### config.mk
export PLATFORM = sky130hd
export DESIGN_NAME = mod_counter
export DESIGN_NICKNAME = d
export VERILOG_FILES = /design/src/rtl/counter_pkg.sv /design/src/rtl/mod_counter_next.sv /design/src/rtl/mod_counter.sv
export SDC_FILE = /design/constraint.sdc
export NUM_CORES = 1
export LEC_CHECK = 0
export CORE_AREA = 2 2 39 41
export CTS_CLUSTER_DIAMETER = 80
export CTS_CLUSTER_SIZE = 20
export DETAILED_ROUTE_END_ITERATION = 8
export DIE_AREA = 0 0 41 43
export PLACE_DENSITY_LB_ADDON = 0.3
export SLEW_MARGIN = 20
export SYNTH_ARGS = -nofsm -noshare
export SYNTH_HDL_FRONTEND = slang
export SYNTH_SLANG_ARGS = --single-unit
export TNS_END_PERCENT = 30
### constraint.sdc
create_clock -name clk -period 2.6 [get_ports clk]
set_input_delay 0.52 -clock clk [delete_from_list [all_inputs] [get_ports clk]]
set_output_delay 0.52 -clock clk [all_outputs]
set_load 0.005 [all_outputs]
### src/rtl/counter_pkg.sv
// Shared definitions for the modulo counter family: count mode, MAX
// derivation and load clamping.
package counter_pkg;

  // Behaviour at the ends of the count range.
  typedef enum logic {
    CNT_WRAP = 1'b0,
    CNT_SAT  = 1'b1
  } count_mode_e;

  // Largest legal count value for a given modulus.
  function automatic longint unsigned max_of(input longint unsigned modulus);
    return modulus - 64'd1;
  endfunction

  // Clamp a load value into 0..max; out-of-range loads land on max.
  function automatic logic [63:0] clamp_load(input logic [63:0] value,
                                             input logic [63:0] max);
    logic [63:0] result;
    if (value > max) begin
      result = max;
    end else begin
      result = value;
    end
    return result;
  endfunction

endpackage

### src/rtl/mod_counter_next.sv
// Combinational next-count logic: step up/down within 0..MAX, flag the
// wrap/saturate event and produce the terminal-count indication.
module mod_counter_next
  import counter_pkg::*;
#(
  parameter int          WIDTH = 4,
  parameter count_mode_e MODE  = CNT_WRAP
) (
  input  logic [WIDTH-1:0] q_i,
  input  logic             up_i,
  input  logic             en_i,
  input  logic [WIDTH:0]   max_i,
  output logic [WIDTH-1:0] q_next_o,
  output logic             wrap_o,
  output logic             tc_o
);

  // One extra bit so neither the increment nor the decrement can lose
  // information: the carry/borrow is what detects the range ends.
  logic [WIDTH:0] q_ext_s;
  logic [WIDTH:0] inc_ext_s;
  logic [WIDTH:0] dec_ext_s;
  logic           at_max_s;
  logic           at_zero_s;

  assign q_ext_s   = {1'b0, q_i};
  assign inc_ext_s = q_ext_s + {{WIDTH{1'b0}}, 1'b1};
  assign dec_ext_s = q_ext_s - {{WIDTH{1'b0}}, 1'b1};
  // q+1 beyond MAX means q is at the top of the range.
  assign at_max_s  = (inc_ext_s > max_i);
  // A borrow out of q-1 means q is zero.
  assign at_zero_s = dec_ext_s[WIDTH];

  assign tc_o = en_i & ((up_i & at_max_s) | (~up_i & at_zero_s));

  // Next count and range-end event for the enabled step.
  always_comb begin
    q_next_o = q_i;
    wrap_o   = 1'b0;
    if (!en_i) begin
      q_next_o = q_i;
      wrap_o   = 1'b0;
    end else if (up_i) begin
      if (at_max_s) begin
        wrap_o = 1'b1;
        if (MODE == CNT_SAT) begin
          q_next_o = q_i;
        end else begin
          q_next_o = {WIDTH{1'b0}};
        end
      end else begin
        q_next_o = inc_ext_s[WIDTH-1:0];
      end
    end else begin
      if (at_zero_s) begin
        wrap_o = 1'b1;
        if (MODE == CNT_SAT) begin
          q_next_o = q_i;
        end else begin
          q_next_o = max_i[WIDTH-1:0];
        end
      end else begin
        q_next_o = dec_ext_s[WIDTH-1:0];
      end
    end
  end

endmodule

### src/rtl/mod_counter.sv
// Parametrised modulo counter: programmable width and modulus, up/down,
// synchronous clear/load, enable, wrap or saturate, tc and ovf flags.
module mod_counter
  import counter_pkg::*;
#(
  parameter int              WIDTH    = 4,
  parameter longint unsigned MODULUS  = 16,
  parameter int              SATURATE = 0
) (
  input  logic             clk,
  input  logic             reset_n,
  input  logic             clr,
  input  logic             load,
  input  logic [WIDTH-1:0] load_val,
  input  logic             en,
  input  logic             up,
  output logic [WIDTH-1:0] q,
  output logic             tc,
  output logic             ovf
);

  localparam int             MAX_W = WIDTH + 1;
  localparam logic [WIDTH:0] MAX   = MAX_W'(max_of(MODULUS));
  localparam count_mode_e    MODE  = (SATURATE != 0) ? CNT_SAT : CNT_WRAP;

  logic [WIDTH-1:0] q_q;
  logic [WIDTH-1:0] q_d;
  logic             ovf_q;
  logic             ovf_d;
  logic [WIDTH-1:0] q_next_s;
  logic             wrap_s;
  logic             tc_s;

  mod_counter_next #(
    .WIDTH (WIDTH),
    .MODE  (MODE)
  ) u_next (
    .q_i      (q_q),
    .up_i     (up),
    .en_i     (en),
    .max_i    (MAX),
    .q_next_o (q_next_s),
    .wrap_o   (wrap_s),
    .tc_o     (tc_s)
  );

  // Control priority: clear, then load, then enabled count, else hold.
  always_comb begin
    q_d   = q_q;
    ovf_d = 1'b0;
    if (clr) begin
      q_d   = {WIDTH{1'b0}};
      ovf_d = 1'b0;
    end else if (load) begin
      q_d   = WIDTH'(clamp_load(64'(load_val), 64'(MAX)));
      ovf_d = 1'b0;
    end else if (en) begin
      q_d   = q_next_s;
      ovf_d = wrap_s;
    end else begin
      q_d   = q_q;
      ovf_d = 1'b0;
    end
  end

  // Count and overflow-pulse registers; reset drops any pending pulse.
  always_ff @(posedge clk or negedge reset_n) begin
    if (!reset_n) begin
      q_q   <= {WIDTH{1'b0}};
      ovf_q <= 1'b0;
    end else begin
      q_q   <= q_d;
      ovf_q <= ovf_d;
    end
  end

  assign q   = q_q;
  assign ovf = ovf_q;
  assign tc  = tc_s;

endmodule

# Word level (Yosys, flattened, before mapping)

Index checks and enable logic that the tools add are counted.

Register bits after elaboration: 5
Input port bits: 10
Output and inout port bits: 6
Logic and storage cells: 23

Add/subtract/negate cells: 2
Magnitude comparators: 1
Multiplexer cells: 12
Bitwise operators: 5
Reduce and logical (&&, ||, !) cells: 1

Operator list:

| kind                                                                 | count |
|---|---|
| 4-bit two-way mux                                                    | 6 |
| 1-bit two-way mux                                                    | 6 |
| 4-bit by 1-bit adder with 5-bit output, second input constant        | 1 |
| 5-bit by 4-bit > comparator with 1-bit output, second input constant | 1 |
| 4-bit by 1-bit subtractor with 5-bit output, second input constant   | 1 |
| 1-bit AND                                                            | 3 |
| 3-bit nonzero test                                                   | 1 |
| 1-bit inverter                                                       | 1 |
| 1-bit OR                                                             | 1 |

# Logic depth before layout (Yosys ltp)

Depth in word-level cells: 7
Mapped depth: 6
Depth with buffers taken out: 6

# Cells and area by module

A second synthesis with hierarchy kept.

Cells, all modules: 85
Area total of the unflattened synthesis: 668.1 um^2

Modules (own cells, without submodules):

| module           | times used | cells each | area an instance (um^2) | seq. area each (um^2) |
|---|---|---|---|---|
| mod_counter_next | 1          | 62         | 416.6                   | 0.0 |
| mod_counter      | 1          | 23         | 251.5                   | 125.1 |

# Worst setup path after synthesis

Ideal clock, no wire load.

Kind: register to output
Start point: register q_q[0] (netlist: q[0])
End point: output tc
Arrival time: 1.594 ns
Required time: 2.080 ns
Slack: 0.486 ns
Stages on the path, launching flop included: 6
Buffers on the path: 0
Cell sequence: dfrtp_1 inv_1 ha_1 or3b_1 a211oi_2 o21a_1

Longest elaborated chain between the ends: 5
Elaborated cells on any way between the ends: 7
Those cells by class: 2 x add/sub; 1 x order compare; 4 x bitwise

RTL lines:

| item                                          | line                   | text |
|---|---|---|
| start, declared                               | mod_counter.sv:26      | `logic [WIDTH-1:0] q_q;` |
| start signal, assigned                        | mod_counter.sv:69      | `q_q <= {WIDTH{1'b0}};` |
| start signal, assigned                        | mod_counter.sv:72      | `q_q <= q_d;` |
| 4-bit by 1-bit adder with 5-bit output        | mod_counter_next.sv:27 | `assign inc_ext_s = q_ext_s + {{WIDTH{1'b0}}, 1'b1};` |
| 5-bit by 4-bit > comparator with 1-bit output | mod_counter_next.sv:30 | `assign at_max_s = (inc_ext_s > max_i);` |
| 1-bit AND                                     | mod_counter_next.sv:34 | `assign tc_o = en_i & ((up_i & at_max_s) \| (~up_i & at_zero_s));` |
| 1-bit OR (*)                                  | mod_counter_next.sv:34 |  |
| 1-bit AND (*)                                 | mod_counter_next.sv:34 |  |
| end, declared                                 | mod_counter.sv:18      | `output logic tc,` |

Every way passes the cells marked *; elsewhere a longest branch is shown, timed or not.

# Worst setup path after layout

Ends and elaborated chain as after synthesis.

==> metrics.txt <==
status=finished, final reports clean; Final ANT Viol Nets=0; Total Wirelength=1180 um; Net count, final=91; share of cells above drive strength 1=0.195; unrepaired setup endpoints after global routing=no; Filler cells=133; # hold bufs at CTS=0; r2r setup slk=between 0.6 and 0.7 ns; initial DRC count=13; CTS Sinks=5; gr usage total=0.170; Mean Syn Cell Area=between 9 and 10 um^2; post-synthesis sequential area ratio=0.249; P_leak=~0.3 nW; max-cap viol count=0; Worst setup EP type=output pin; number of enable flip-flop cells after synthesis=0; worst-margin pin slew=approximately 0.43 ns; Synthesized Nets=68; worst setup path category=flip-flop to output pin; fin area=721 um^2; WL/cell=about 13 um; Die ar.=approximately 0.0018 mm^2; Mapped Area=about 500 um^2; Data arrival, critical path=roughly 2.0 ns; row cnt=14; FF+latch area=approximately 130 um^2; CP required=about 2.1 ns; Worst VDD drop=around 0.00028 V; PwrDens=roughly 390 mW/mm^2; DRT Pass-1 Iters=4; TritonCTS clock tree=built; Yosys warning count=0; Yosys cell types=37; vias per cell=5.49; Die H=43 um; Worst-Skew Late Latency=between 0.2 and 0.25 ns; Layout Cells excl Fill=between 90 and 100; Congestion Overflow GR=0; Largest stage delay, worst path=0.39 ns; most common cell after layout, fill and taps aside=clkdlybuf4s50_1; CP max FO=2; Final TNS setup=0 ns; gpl congestion=roughly 0.86; diode count=0; Fmax achieved=a little over 0.4 GHz; WHS=about 0.51 ns; Max stage delay cell, worst path=or3b_4; vias=~510; largest net degree at the start of global routing=12; post-layout power=0.285 mW; clock root buffer=clkbuf_4; CP cell instances=inv_1, ha_1, or3b_4, a211oi_2, o21a_1, dlygate4sd2_1; CP Launch Type=flip-flop; htree depth=1; hpwl dp=914 um; first-pass GRT wire length=roughly 2000 um; RR Endpoint=q[0]; worst setup margin=0.134 ns; cell count after placement=between 80 and 90; initial core utilization=0.363; Die X=~40 um; final setup vio count=0; Clock transition at path regs=about 0.050 ns; Hold Violations, Final=0; initial antenna violation count=0; Post-route DRC=0; vias in the first global route=approximately 480; commonest non-fill, non-tap cells in the layout=clkdlybuf4s50_1, buf_4, dfrtp_1; synthesized flop and latch total=5; Util after Layout=0.521; Final Slew Violations=0; Post-synth ARST share=1.00; Syn-to-layout area delta=43.6%; FF-to-FF Start=q[1]; cells after synthesis=55; multi-input logic area=about 330 um^2; CTS buffer count=3; HP Class=primary input to async pin; Top FF cell, synth=dfrtp_1; port buffer count=15; Register-to-Register Path Depth=8; Final period util=0.949; Layout Skew=0.00275 ns; CTS max path bufs=2; Rel. slew slack=0.711; core region area=0.00138 mm^2; minimum clock period after layout=between 2 and 2.5 ns; Place WS=about 0.057 ns; # IOs=16; Placed Area=approximately 690 um^2
[sequential cells by signal, summed over array words and instances (netlist names)]
register / cells
ovf: 1
q: 4
[critical path: cells and delay by family (launching register included)]
| kind | cells | cell delay [ns] |
|---|---|---|
| simple gates | 1 | 0.39 |
| compound gates | 2 | 0.39 |
| buf+inv | 2 | 0.30 |
| fa+ha+maj | 1 | 0.30 |
| flops | 1 | 0.34 |
[Yosys cell counts (all sizes together), types with 2 or more instances]
cell type / count / area (um^2)
clkbuf: 2 / 12.5
dfrtp: 5 / 125
a21oi: 4 / 20.0
ha: 3 / 37.5
o21ai: 2 / 10.0
nor3b: 2 / 20.0
mux2i: 2 / 20.0
or4b: 2 / 20.0
buf: 2 / 18.8
inv: 4 / 15.0
nand2: 4 / 15.0
[kinds of logic after synthesis]
group           count (synthesis)  synth area share
fa+ha+maj                       3            0.0748
xor+xnor                        1            0.0175
buf+inv                         8            0.0923
simple gates                   20             0.284
flops                           5             0.249
mux                             3            0.0623
compound gates                 15             0.219
[per-layer routing]
| metal | up-vias | track usage | part of all wire |
|---|---|---|---|
| li1 | 255 | - | - |
| met1 | 236 | 0.241 | 0.46 |
| met5 | - | 0 | 0 |
| met2 | 18 | 0.231 | 0.48 |
| met3 | 2 | 0.0524 | 0.050 |
| met4 | 0 | 0.0733 | 0.012 |
[report_power, final]
group | internal (mW) | switching, mW | total (mW)
combinational | 0.0611 | 0.0436 | 0.105
clock | 0.0580 | 0.0318 | 0.0898
sequential | 0.0834 | 0.00676 | 0.0901
[how the worst max path moves through the flow]
stage,startpoint,cells past startpoint,end
after detailed placement,up,4,tc
after floorplan,q[0],5,tc
final,q[0],6,tc
after CTS,q[0],6,tc
after global placement,up,4,tc
after global routing,q[0],6,tc
[area by class of cell]
type,instances,area share
Sequential cell,5,0.174
Clock buffer,4,0.0365
Tap cell,16,0.0278
Inverter,4,0.0208
Multi-Input combinational cell,42,0.462
Timing Repair Buffer,22,0.280
[what timing repair did]
action / in CTS / in global routing
resized for setup: 2 / 0
buffers inserted: 1 / 0
endpoints found under the setup margin: 1 / 0
Power figures use the tool's default switching activity.
